File: src/rtl/layer_scheduler.sv
// rtl/layer_scheduler.sv - fully-connected layer sequencer over the shared macc/sigmoid datapath
// Buffers N operands, then per neuron fetches N weights and accumulates, emitting sigmoid(acc).
module layer_scheduler #(
  parameter int DATA_WIDTH = 16,
  parameter int IN_DEPTH   = 16,
  parameter int IDX_W      = 4,
  parameter int WADDR_W    = 11
) (
  input  logic                  clk,
  input  logic                  reset,
  input  logic                  start,
  input  logic [IDX_W:0]        num_inputs,
  input  logic [7:0]            num_neurons,
  input  logic [WADDR_W-1:0]    w_base,
  input  logic                  src_empty,
  input  logic [DATA_WIDTH-1:0] src_data,
  output logic                  src_de,
  output logic [WADDR_W-1:0]    w_addr,
  input  logic [DATA_WIDTH-1:0] w_data,
  output logic [DATA_WIDTH-1:0] macc_in0,
  output logic [DATA_WIDTH-1:0] macc_in1,
  output logic [DATA_WIDTH-1:0] macc_acc,
  input  logic [DATA_WIDTH-1:0] macc_out,
  output logic [DATA_WIDTH-1:0] sig_x,
  input  logic [DATA_WIDTH-1:0] sig_y,
  input  logic                  dst_full,
  output logic                  dst_en,
  output logic [31:0]           dst_data,
  output logic                  busy,
  output logic                  done,
  output logic                  err
);

  typedef enum logic [2:0] {
    S_IDLE,
    S_LOAD,
    S_FETCH,
    S_ACC,
    S_EMIT,
    S_DONE
  } state_t;

  localparam logic [IDX_W:0]     N_ONE     = 1;
  localparam logic [IDX_W:0]     N_MAX     = (IDX_W+1)'(IN_DEPTH);
  localparam logic [IDX_W-1:0]   K_ONE     = 1;
  localparam logic [WADDR_W-1:0] WADDR_ONE = 1;

  state_t                state, state_nxt;
  logic [IDX_W:0]        n_inputs_r;
  logic [7:0]            n_neurons_r;
  logic [WADDR_W-1:0]    w_base_r;
  logic [WADDR_W-1:0]    waddr;
  logic [DATA_WIDTH-1:0] acc;
  logic [IDX_W-1:0]      k;
  logic [7:0]            n;
  logic                  err_r;
  logic [DATA_WIDTH-1:0] op_buf [IN_DEPTH];

  logic start_bad;
  logic k_last;
  logic n_last;

  assign start_bad = (num_inputs == '0) || (num_inputs > N_MAX) || (num_neurons == 8'd0);
  assign k_last    = ({1'b0, k} == (n_inputs_r - N_ONE));
  assign n_last    = (n == (n_neurons_r - 8'd1));

  always_ff @(posedge clk or posedge reset) begin
    if (reset) begin
      state       <= S_IDLE;
      n_inputs_r  <= '0;
      n_neurons_r <= '0;
      w_base_r    <= '0;
      waddr       <= '0;
      acc         <= '0;
      k           <= '0;
      n           <= '0;
      err_r       <= 1'b0;
    end else begin
      state <= state_nxt;
      case (state)
        S_IDLE: begin
          if (start) begin
            n_inputs_r  <= num_inputs;
            n_neurons_r <= num_neurons;
            w_base_r    <= w_base;
            err_r       <= start_bad;
            k           <= '0;
          end
        end
        S_LOAD: begin
          if (!src_empty) begin
            if (k_last) begin
              k     <= '0;
              n     <= '0;
              acc   <= '0;
              waddr <= w_base_r;
            end else begin
              k <= k + K_ONE;
            end
          end
        end
        S_ACC: begin
          acc   <= macc_out;
          waddr <= waddr + WADDR_ONE;
          if (!k_last) k <= k + K_ONE;
        end
        S_EMIT: begin
          if (!dst_full) begin
            acc <= '0;
            k   <= '0;
            if (!n_last) n <= n + 8'd1;
          end
        end
        default: ;
      endcase
    end
  end

  // Operand register file has no reset; it is always fully rewritten by LOAD before use.
  always_ff @(posedge clk) begin
    if (state == S_LOAD && !src_empty) op_buf[k] <= src_data;
  end

  always_comb begin
    state_nxt = state;
    src_de    = 1'b0;
    w_addr    = '0;
    macc_in0  = '0;
    macc_in1  = '0;
    macc_acc  = '0;
    sig_x     = '0;
    dst_en    = 1'b0;
    dst_data  = '0;
    case (state)
      S_IDLE: begin
        if (start) state_nxt = start_bad ? S_DONE : S_LOAD;
      end
      S_LOAD: begin
        src_de = !src_empty;
        if (!src_empty && k_last) state_nxt = S_FETCH;
      end
      S_FETCH: begin
        w_addr    = waddr;
        state_nxt = S_ACC;
      end
      S_ACC: begin
        macc_in0  = w_data;
        macc_in1  = op_buf[k];
        macc_acc  = acc;
        state_nxt = k_last ? S_EMIT : S_FETCH;
      end
      S_EMIT: begin
        sig_x = acc;
        if (!dst_full) begin
          dst_en    = 1'b1;
          dst_data  = {sig_y, 8'b0, n};
          state_nxt = n_last ? S_DONE : S_FETCH;
        end
      end
      S_DONE: begin
        state_nxt = S_IDLE;
      end
      default: state_nxt = S_IDLE;
    endcase
  end

  assign busy = (state != S_IDLE);
  assign done = (state == S_DONE);
  assign err  = (state == S_DONE) && err_r;

endmodule

File: config.mk
export PLATFORM = sky130hd
export DESIGN_NAME = layer_scheduler
export DESIGN_NICKNAME = d
export VERILOG_FILES = /design/src/rtl/layer_scheduler.sv
export SDC_FILE = /design/constraint.sdc
export NUM_CORES = 1
export LEC_CHECK = 0
export ABC_AREA = 1
export ABC_CLOCK_PERIOD_IN_PS = 7200
export BUFFER_PORTS_ARGS = -buffer_cell sky130_fd_sc_hd__buf_2
export CAP_MARGIN = 20
export CORE_AREA = 5 5 161 163
export CTS_BUF_LIST = sky130_fd_sc_hd__clkbuf_4
export CTS_CLUSTER_DIAMETER = 50
export CTS_CLUSTER_SIZE = 10
export DETAILED_ROUTE_END_ITERATION = 10
export DIE_AREA = 0 0 166 168
export GPL_TIMING_DRIVEN = 1
export PLACE_DENSITY = 0.82
export SLEW_MARGIN = 5
export SYNTH_ARGS = -nofsm -noshare
export SYNTH_HDL_FRONTEND = slang
export SYNTH_SLANG_ARGS = --single-unit
File: constraint.sdc
create_clock -name clk -period 7.2 [get_ports clk]
set_clock_uncertainty 0.1 [all_clocks]
set_input_delay 0 -clock clk [delete_from_list [all_inputs] [get_ports clk]]
set_output_delay 0 -clock clk [all_outputs]
set_load 0.02 [all_outputs]
==> out/qor.txt, run 1 <==
Outcome - finished, final reports clean
IO Count - 205
Worst Path Buf+Inv - 3
Yosys cell types - 44
Vias after detailed routing - 11,700
Tmin final - 4150 ps
Main combinational cell family by area after synthesis - simple AND/OR/NAND/NOR gates
Clk sinks - 323
Avg WL per Cell - 20.0 um
Sequential Power Share - 0.442
Comb pwr share - 0.367
DRC viols - 0
Tcrit/Tclk final - 0.576
P_int - 3.29 mW
Clk pwr share - 0.191
Setup TNS - 0 ps
Syn Std Cell Area - 14,300 um^2
Pins Over Slew Limit - 0
Layer with the highest usage - met2
Share of layout cells above drive strength 1 - 0.196
Worst Path Required - 7100 ps
First-pass GRT wire length - 63,700 um
GRT Resource Usage Total - 0.286
Max incr delay on CP - 880 ps
Drt total wl - 40,800 um
Area Overhead vs Synth - 20.9%
Reg2Reg Depth - 7
RR Startpoint - k[1]
Post-Synth Simple-Gate Area - 0.153
CTS tree - done
DIE AREA - 27,900 um^2
Worst r2r dst - op_buf[12][5]
CP startpoint kind - flop
Root Driver - clkbuf_4
Met2 usage - 0.475
Maxcap violations - 0
Dominant cell type by area after synthesis - edfxtp_1
Seq/Total Area, Yosys - 0.654
Largest net degree at the start of global routing - 82
Mean Syn Cell Area - 10.4 um^2
Core area - 24,200 um^2
Adder-cell share of the synthesized area - 0.00699
Final global-route overflow total - 0
VDD IR max - 0.197 mV
Vias/cell - 5.77
P per Cell Area - 306 nW/um^2
Worst-skew pair later-pin latency - 680 ps
Initial antenna violation count - 2
H-Tree Depth - 2
1st-iter DRT viols - 1,358
Routed Antenna Nets - 0
Hold Crit Class - in2async
Syn. warnings - 0
Longest Clk Path Bufs - 3
Mux cell area share after synthesis - 0.00865
Sw power - 2.00 mW
Crit path cell chain - clkinv_2 -> buf_4 -> o21ai_0 -> o22ai_1 -> nand2_1 -> a41oi_1 -> buf_2
Die extent in x - 166 um
Worst path arrival time - 4050 ps
PortBufs - 196
Post-CTS setup buffer count - 0
Worst-path clk slew - 110 ps
Unrepaired setup endpoints after global routing - no
Synth Area in Compound Gates - 0.111
Slowest cell on crit path - clkinv_2
Mapped Cells - 1,374
Flops & latches, synth - 323
Initial Util - 0.592
Met3 usage - 0.0654
Yosys top cell area share - 0.537
Crit path max fanout - 72
Worst setup path class - reg2out
Final net count - 1,795
Row cnt - 57
Commonest non-fill, non-tap cell in the layout - nor2_1
Reg-to-reg slack, setup - 3250 ps
CTS buffer count - 40
Net Sw Frac - 0.378
Synth area leaders - edfxtp_1, dfrtp_1, nor2_1
Routability cong. - 0.907
Worst Max-Slew Pin Slew - 1020 ps
Die Ht - 168 um
CP endpoint kind - primary output
Fmax - 241 MHz
Vias in the first global route - 11,700
Final Setup Violations - 0
Most frequent cells in the layout - nor2_1, edfxtp_1, nand2_1
Hold Violations, Final - 0
Slew headroom - 0.320
Xor and xnor fraction of the mapped netlist area - 0.00856
Finished Core Util - 0.717
Met1 GRT Util - 0.380
First-pass detailed-route iteration total - 6
P_leak - 7.14 nW
Hpwl dp - 23,700 um
Critical path's top delay family - buffers and inverters
[cell usage after synthesis (all sizes together)]
library cell / n
a31oi: 1
conb: 1
a41oi: 16
ha: 8
o22ai: 64
edfxtp: 256
nand3: 29
and2: 1
o211ai: 1
xnor2: 3
a211oi: 1
buf: 30
mux2: 11
nor3: 6
nand2: 209
clkbuf: 48
inv: 120
or2: 3
nor3b: 1
o2111ai: 1
dfrtp: 67
nand4: 12
a21oi: 12
o21ai: 180
o31ai: 1
xor2: 11
clkinv: 1
nor2: 280
[stage by stage]
step                cell area, um^2  setup WS (ps)  cells  hold WS (ps)  power [mW]
global route                  17300           2820   2036           126        5.60
finish                        17300           3050   2037          56.8        5.30
floorplan                     14400           4520   1381         -6.53        3.56
detailed placement            15600           3400   1849           114        4.02
global placement              15600           3530   1849           115        3.96
CTS                           17300           3130   2034          21.7        5.21
[state kept, by name, summed over array words and instances, names as in the netlist]
signal,cells
acc,16
err_r,1
k,4
n,8
n_inputs_r,5
n_neurons_r,8
op_buf,256
state,3
w_base_r,11
waddr,11
[kinds of logic (layout without fill, tap and decap cells)]
kind of cell / count (synthesis) / in the layout
compound gates: 277 / 277
xor+xnor: 14 / 14
fa+ha+maj: 8 / 8
buf+inv: 199 / 528
flops: 323 / 323
mux: 11 / 11
other cells: 1 / 11
simple gates: 541 / 541
[repair_timing]
item                                   CTS  global route
hold buffers                           127             0
endpoints found under the hold margin  403             0
gates resized for setup                  0             0
[routing by layer]
layer  routed length, um  vias up  share of wire
met5                  11        -        0.00027
met4                1120        2          0.027
met3                4450      103           0.11
met2               19700      747           0.48
met1               15500     5562           0.38
li1                    -     5330              -
[final cells by class]
class                           count  area, um^2
Tap cell                          324         405
Fill cell                        1626        6850
Clock buffer                       50         375
Antenna cell                        3        7.51
Timing Repair Buffer              349        2450
Sequential cell                   323        9370
Inverter                          121         455
Multi-Input combinational cell    859        4170
Clock inverter                      8        96.3
[worst max-delay path by stage]
stage              from            end  cells after the start  slack (ps)
6_report           k[0]    macc_in1[3]                      7        3050
5_1_grt            k[0]   macc_in1[15]                      7        2820
4_1_cts            k[0]    macc_in1[3]                      7        3130
3_5_place_dp       k[1]  op_buf[13][1]                      7        3400
3_3_place_gp       k[1]  op_buf[13][2]                      7        3530
2_1_floorplan  state[2]   op_buf[0][0]                      7        4520
[tightest hold or removal path: cells and delay by family]
| kind | cells | cell delay (ps) |
|---|---|---|
| buffers and inverters | 4 | 1380 |
[power groups by stage]
| stage | sequential, mW | clock (mW) | combinational [mW] |
|---|---|---|---|
| finish | 2.34 | 1.01 | 1.94 |
| global route | 2.37 | 1.11 | 2.13 |
| CTS | 2.33 | 1.01 | 1.87 |
| detailed placement | 2.38 | 0 | 1.64 |
| global placement | 2.37 | 0 | 1.59 |
| floorplan | 2.32 | 0 | 1.24 |
No activity file was read; power rests on OpenSTA's default activity.
==> run 2, diff against run 1 <==
--- a/config.mk
+++ b/config.mk
@@ -6,17 +6,17 @@
 export NUM_CORES = 1
 export LEC_CHECK = 0
 export ABC_AREA = 1
-export ABC_CLOCK_PERIOD_IN_PS = 7200
+export ABC_CLOCK_PERIOD_IN_PS = 3580
 export BUFFER_PORTS_ARGS = -buffer_cell sky130_fd_sc_hd__buf_2
 export CAP_MARGIN = 20
-export CORE_AREA = 5 5 161 163
+export CORE_AREA = 5 5 169 171
 export CTS_BUF_LIST = sky130_fd_sc_hd__clkbuf_4
 export CTS_CLUSTER_DIAMETER = 50
 export CTS_CLUSTER_SIZE = 10
 export DETAILED_ROUTE_END_ITERATION = 10
-export DIE_AREA = 0 0 166 168
+export DIE_AREA = 0 0 174 176
 export GPL_TIMING_DRIVEN = 1
-export PLACE_DENSITY = 0.82
+export PLACE_DENSITY = 0.78
 export SLEW_MARGIN = 5
 export SYNTH_ARGS = -nofsm -noshare
 export SYNTH_HDL_FRONTEND = slang
==> constraint.sdc (replaced) <==
create_clock -name clk -period 3.58 [get_ports clk]
set_clock_uncertainty 0.1 [all_clocks]
set_input_delay 0 -clock clk [delete_from_list [all_inputs] [get_ports clk]]
set_output_delay 0 -clock clk [all_outputs]
set_load 0.02 [all_outputs]
==> out/qor.txt, run 2 (synthesized netlist as in run 1, its figures left out) <==
Outcome - finished, final reports clean (unchanged)
Share of layout cells above drive strength 1 - 0.199 (was 0.196)
Die extent in x - 174 um (was 166 um)
Core area - 26,700 um^2 (was 24,200 um^2)
Crit path cell chain - inv_1 -> buf_12 -> o21ai_0 -> o22ai_1 -> nand2_1 -> a41oi_1 -> buf_2 (was clkinv_2 -> buf_4 -> o21ai_0 -> o22ai_1 -> nand2_1 -> a41oi_1 -> buf_2)
Slowest cell on crit path - dfrtp_2 (was clkinv_2)
Hold Crit Class - in2reg (was in2async)
H-Tree Depth - 2 (unchanged)
CP endpoint kind - primary output (unchanged)
Reg-to-reg slack, setup - 500 ps (was 3250 ps)
Hold Violations, Final - 0 (unchanged)
Initial Util - 0.536 (was 0.592)
Comb pwr share - 0.375 (was 0.367)
Critical path's top delay family - buffers and inverters (unchanged)
CP startpoint - k[1] (was k[0])
Maxcap violations - 0 (unchanged)
Worst Setup EP - macc_in1[15] (was macc_in1[3])
Worst-skew pair later-pin latency - 650 ps (was 680 ps)
RR Startpoint - k[0] (was k[1])
Crit path max fanout - 54 (was 72)
Root Driver - clkbuf_4 (unchanged)
Vias after detailed routing - 11,300 (was 11,700)
Net Sw Frac - 0.372 (was 0.378)
Dpl cells - 1,867 (was 1,849)
Worst Path Required - 3480 ps (was 7100 ps)
Worst-path clk slew - 110 ps (about the same)
PortBufs - 196 (unchanged)
Routed Antenna Nets - 0 (unchanged)
Crit path depth - 7 (unchanged)
Initial antenna violation count - 1 (was 2)
Vias in the first global route - 11,200 (was 11,700)
Row cnt - 60 (was 57)
GRT Resource Usage Total - 0.246 (was 0.286)
P_leak - 7.09 nW (was 7.14 nW)
DIE AREA - 30,600 um^2 (was 27,900 um^2)
First-pass detailed-route iteration total - 6 (unchanged)
Min-delay src - src_data[0]
1st-iter DRT viols - 1,511 (was 1,358)
Largest register FFs - 256 (unchanged)
Vias/cell - 5.56 (was 5.77)
Drt total wl - 38,300 um (was 40,800 um)
Largest net degree at the start of global routing - 133 (was 82)
First-pass GRT wire length - 60,700 um (was 63,700 um)
Tmin final - 3280 ps
Worst Max-Slew Pin Slew - 650 ps (was 1020 ps)
Area Overhead vs Synth - 20.2% (was 20.9%)
Power, Total - 10.6 mW (was 5.30 mW)
Fmax - 305 MHz
Most frequent cells in the layout - nor2_1, edfxtp_1, nand2_1 (unchanged)
P_int - 6.64 mW (was 3.29 mW)
Setup TNS - 0 ps (unchanged)
Commonest non-fill, non-tap cell in the layout - nor2_1 (unchanged)
P per Cell Area - 614 nW/um^2 (was 306 nW/um^2)
Post-route insts no fill - 2,034 (was 2,037)
Pins Over Slew Limit - 0 (unchanged)
Hpwl dp - 24,400 um (was 23,700 um)
Final net count - 1,779 (was 1,795)
Tcrit/Tclk final - 0.915
Unrepaired setup endpoints after global routing - no (unchanged)
CTS buffer count - 39 (was 40)
Avg WL per Cell - 18.8 um (was 20.0 um)
Reg2Reg Depth - 11 (was 7)
Die Ht - 176 um (was 168 um)
Max incr delay on CP - 600 ps (was 880 ps)
Clk sinks - 323 (unchanged)
Hold_ws - 184 ps (was 56.8 ps)
Sw power - 3.93 mW (was 2.00 mW)
Slew headroom - 0.566 (was 0.320)
Routability cong. - 0.908 (was 0.907)
DRC viols - 0 (unchanged)
Worst path arrival time - 3180 ps (was 4050 ps)
Biggest register - op_buf (unchanged)
CTS tree - done (unchanged)
Worst r2r dst - acc[5] (was op_buf[12][5])
VDD IR max - 0.312 mV (was 0.197 mV)
Final Setup Violations - 0 (unchanged)
Worst Path Buf+Inv - 3 (unchanged)
Final global-route overflow total - 0 (unchanged)
Worst setup path class - reg2out (unchanged)
Sequential Power Share - 0.441 (was 0.442)
Biggest regs - op_buf x256, acc x16 (unchanged)
IO Count - 205 (unchanged)
Clk pwr share - 0.184 (was 0.191)
CP startpoint kind - flop (unchanged)
Longest Clk Path Bufs - 3 (unchanged)
run 2: cell types whose count changed in the layout (fill, tap and decap cells not counted), sizes merged:
| cell | change |
|---|---|
| dlygate4sd3 | -17 |
| clkinv | -4 |
| buf | +2 |
| diode | -2 |
| clkbuf | -1 |
| clkinvlp | +1 |
| inv | +1 |
run 2: worst min path at each step:
stage	end	slack [ps]	cells past startpoint
3_5_place_dp	n[6]	30	2
3_3_place_gp	state[1]	30	2
6_report	op_buf[3][0]	180	2
4_1_cts	op_buf[3][0]	170	2
2_1_floorplan	dst_en	-7	1
5_1_grt	op_buf[14][0]	160	2
run 2: layer usage:
layer,track usage,wire length [um],vias up
li1,-,-,5282
met1,0.328,15200,5345
met2,0.415,18300,610
met3,0.0600,4020,63
met4,0.0561,752,0
met5,0,0,-
run 2: what timing repair did:
| item | in CTS | in global routing |
|---|---|---|
| setup buffers | 0 | 0 |
| endpoints found under the hold margin | 406 | 0 |
| hold buffers | 110 | 0 |
| resized for setup | 0 | 0 |
run 2: cell type report:
cell class	instances	area [um^2]
clock inverter	6	81.3
clock buffer	49	368
tap	341	427
inverter	121	455
antenna	1	2.50
timing repair buffer	334	2350
multi-input combinational	859	4170
sequential	323	9370
fill	2000	9510
run 2: through the flow:
| step | util | cell area, um^2 | worst slack [ps] |
|---|---|---|---|
| 6_report | 0.644 | 17200 | 305 |
| 5_1_grt | 0.644 | 17200 | 98.4 |
| 4_1_cts | 0.643 | 17200 | 327 |
| 3_5_place_dp | 0.585 | 15600 | 774 |
| 3_3_place_gp | 0.585 | 15600 | 905 |
| 2_1_floorplan | - | 14400 | 899 |
run 2: power by group through the flow:
stage                     Clock [mW]  Sequential (mW)  Combinational (mW)
after floorplan                    0             4.66                2.50
after global placement             0             4.73                3.35
after detailed placement           0             4.74                3.42
after CTS                       1.98             4.66                3.86
after global routing            2.15             4.71                4.37
final                           1.95             4.66                3.96
==> run 3, diff against run 2 <==
--- a/config.mk
+++ b/config.mk
@@ -7,14 +7,14 @@
 export LEC_CHECK = 0
 export ABC_AREA = 1
 export ABC_CLOCK_PERIOD_IN_PS = 3580
-export BUFFER_PORTS_ARGS = -buffer_cell sky130_fd_sc_hd__buf_2
 export CAP_MARGIN = 20
-export CORE_AREA = 5 5 169 171
+export CORE_AREA = 5 5 161 163
 export CTS_BUF_LIST = sky130_fd_sc_hd__clkbuf_4
 export CTS_CLUSTER_DIAMETER = 50
 export CTS_CLUSTER_SIZE = 10
 export DETAILED_ROUTE_END_ITERATION = 10
-export DIE_AREA = 0 0 174 176
+export DIE_AREA = 0 0 166 168
+export DONT_BUFFER_PORTS = 1
 export GPL_TIMING_DRIVEN = 1
 export PLACE_DENSITY = 0.78
 export SLEW_MARGIN = 5
==> out/qor.txt, run 3 (synthesized netlist as in run 1, its figures left out) <==
First-pass detailed-route iteration total - 5 (was 6)
Sequential Power Share - 0.444 (was 0.441)
P per Cell Area - 631 nW/um^2 (was 614 nW/um^2)
Crit path max fanout - 45 (was 54)
Uppermost layer routed - met4 (unchanged)
Hpwl dp - 22,200 um (was 24,400 um)
Vias/cell - 5.85 (was 5.56)
VDD IR max - 0.447 mV (was 0.312 mV)
Reg-to-reg slack, setup - 400 ps (was 500 ps)
Post-CTS setup buffer count - 0 (unchanged)
Longest Clk Path Bufs - 3 (unchanged)
Largest register FFs - 256 (unchanged)
Vias in the first global route - 10,700 (was 11,200)
Outcome - finished, final reports clean (unchanged)
Worst-skew pair later-pin latency - 660 ps (was 650 ps)
DIE AREA - 27,900 um^2 (was 30,600 um^2)
Critical path's top delay family - buffers and inverters (unchanged)
CP startpoint kind - flop (unchanged)
Hold Crit Class - in2out (was in2reg)
Final global-route overflow total - 0 (unchanged)
Vias after detailed routing - 10,900 (was 11,300)
Worst slack, placed - 1020 ps (was 774 ps)
CTS buffer count - 40 (was 39)
P_int - 6.63 mW (was 6.64 mW)
Clk sinks - 323 (unchanged)
Worst-path clk slew - 100 ps (was 110 ps)
Largest net degree at the start of global routing - 133 (unchanged)
DRC viols - 0 (unchanged)
Worst Setup EP - macc_in1[1] (was macc_in1[15])
Final net count - 1,632 (was 1,779)
Commonest non-fill, non-tap cell in the layout - nor2_1 (unchanged)
Tmin final - 3290 ps (was 3280 ps)
Core area - 24,200 um^2 (was 26,700 um^2)
Root Driver - clkbuf_4 (unchanged)
Pins Over Slew Limit - 0 (unchanged)
CP endpoint kind - primary output (unchanged)
Routed length on met1 - 14,700 um (was 15,200 um)
Met3 Routed Length - 3550 um (was 4020 um)
Slew headroom - 0.386 (was 0.566)
Maxcap violations - 0 (unchanged)
IO Count - 205 (unchanged)
Initial Util - 0.592 (was 0.536)
Worst Max-Slew Pin Slew - 914 ps (was 650 ps)
Post-CTS Resized - 0 (unchanged)
Drt total wl - 37,900 um (was 38,300 um)
Fmax - 304 MHz (was 305 MHz)
CP startpoint - k[1] (unchanged)
Dpl cells - 1,680 (was 1,867)
Final worst setup slack - 287 ps (was 305 ps)
Unrepaired setup endpoints after global routing - no (unchanged)
Sw power - 3.91 mW (was 3.93 mW)
Clk pwr share - 0.191 (was 0.184)
Tcrit/Tclk final - 0.920 (was 0.915)
Final Setup Violations - 0 (unchanged)
Reg2Reg Depth - 11 (unchanged)
Share of layout cells above drive strength 1 - 0.110 (was 0.199)
Met2 routed WL - 18,500 um (was 18,300 um)
Worst path arrival time - 3190 ps (was 3180 ps)
Worst r2r dst - acc[8] (was acc[5])
Slowest cell on crit path - dfrtp_2 (unchanged)
First-pass GRT wire length - 59,500 um (was 60,700 um)
Avg WL per Cell - 20.3 um (was 18.8 um)
1st-iter DRT viols - 1,378 (was 1,511)
Row cnt - 57 (was 60)
Worst setup path class - reg2out (unchanged)
P_leak - 6.35 nW (was 7.09 nW)
Biggest register - op_buf (unchanged)
Routed Antenna Nets - 0 (unchanged)
CTS Hold Bufs - 133 (was 110)
Worst Path Required - 3480 ps (about the same)
PortBufs - 0 (was 196)
Hold Violations, Final - 0 (unchanged)
GRT Resource Usage Total - 0.266 (was 0.246)
Max incr delay on CP - 590 ps (was 600 ps)
Crit path depth - 8 (was 7)
Crit path top cell by count - buf_4
Die extent in x - 166 um (was 174 um)
Setup TNS - 0 ps (unchanged)
Crit path cell chain - inv_1 -> buf_4 -> buf_4 -> o21ai_0 -> o22ai_1 -> nand2_1 -> a41oi_1 -> buf_4 (was inv_1 -> buf_12 -> o21ai_0 -> o22ai_1 -> nand2_1 -> a41oi_1 -> buf_2)
Biggest regs - op_buf x256, acc x16 (unchanged)
Area Overhead vs Synth - 16.6% (was 20.2%)
Net Sw Frac - 0.371 (was 0.372)
RR Startpoint - k[0] (unchanged)
Power, Total - 10.5 mW (was 10.6 mW)
Initial antenna violation count - 2 (was 1)
Worst Path Buf+Inv - 4 (was 3)
Final instance area - 16,700 um^2 (was 17,200 um^2)
Placed Area - 14,900 um^2 (was 15,600 um^2)
Most frequent cells in the layout - nor2_1, edfxtp_1, nand2_1 (unchanged)
H-Tree Depth - 2 (unchanged)
Die Ht - 168 um (was 176 um)
CTS tree - done (unchanged)
Post-route insts no fill - 1,869 (was 2,034)
Routability cong. - 0.924 (was 0.908)
Comb pwr share - 0.366 (was 0.375)
run 3: cell types whose count changed in the layout (fill, tap and decap cells not counted), moves of 3 or more:
cell and change:
buf_12 +3, buf_2 -196, buf_4 +23, clkbuf_4 -4
dlygate4sd3_1 +22, nor2_1 -5, nor2_2 +5
run 3: worst min-delay path by stage:
stage	startpoint	end	slack [ps]	depth (start not counted)
after floorplan	dst_full	dst_en	-7	1
after global placement	src_data[8]	op_buf[14][8]	0.5	0
after detailed placement	dst_full	dst_en	-0.9	1
after CTS	w_data[0]	macc_in0[0]	30	2
after global routing	sig_y[15]	dst_data[31]	30	2
final	w_data[8]	macc_in0[8]	30	2
run 3: stage by stage:
stage	utilization	hold slack [ps]
3_5_place_dp	0.616	-0.869
2_1_floorplan	-	-6.53
3_3_place_gp	0.616	0.544
5_1_grt	0.691	33.9
4_1_cts	0.691	25.0
6_report	0.691	25.8
run 3: per-layer routing:
layer | up-vias | track usage
met1 | 5244 | 0.355
met4 | 0 | 0.0890
li1 | 4994 | -
met5 | - | 0
met2 | 598 | 0.441
met3 | 100 | 0.0551
run 3: cell type report:
cell class	instances	area (um^2)
timing repair buffer	186	1820
tap	324	405
clock inverter	9	126
inverter	121	455
multi-input combinational	859	4180
antenna	2	5.00
fill	1693	7480
sequential	323	9370
clock buffer	45	338
run 3: power groups by stage:
stage / logic (mW) / registers, mW / clock network [mW]
after detailed placement: 3.22 / 4.74 / 0
final: 3.86 / 4.68 / 2.01
after global routing: 4.24 / 4.72 / 2.21
after global placement: 3.12 / 4.73 / 0
after floorplan: 2.50 / 4.66 / 0
after CTS: 3.74 / 4.66 / 2.03
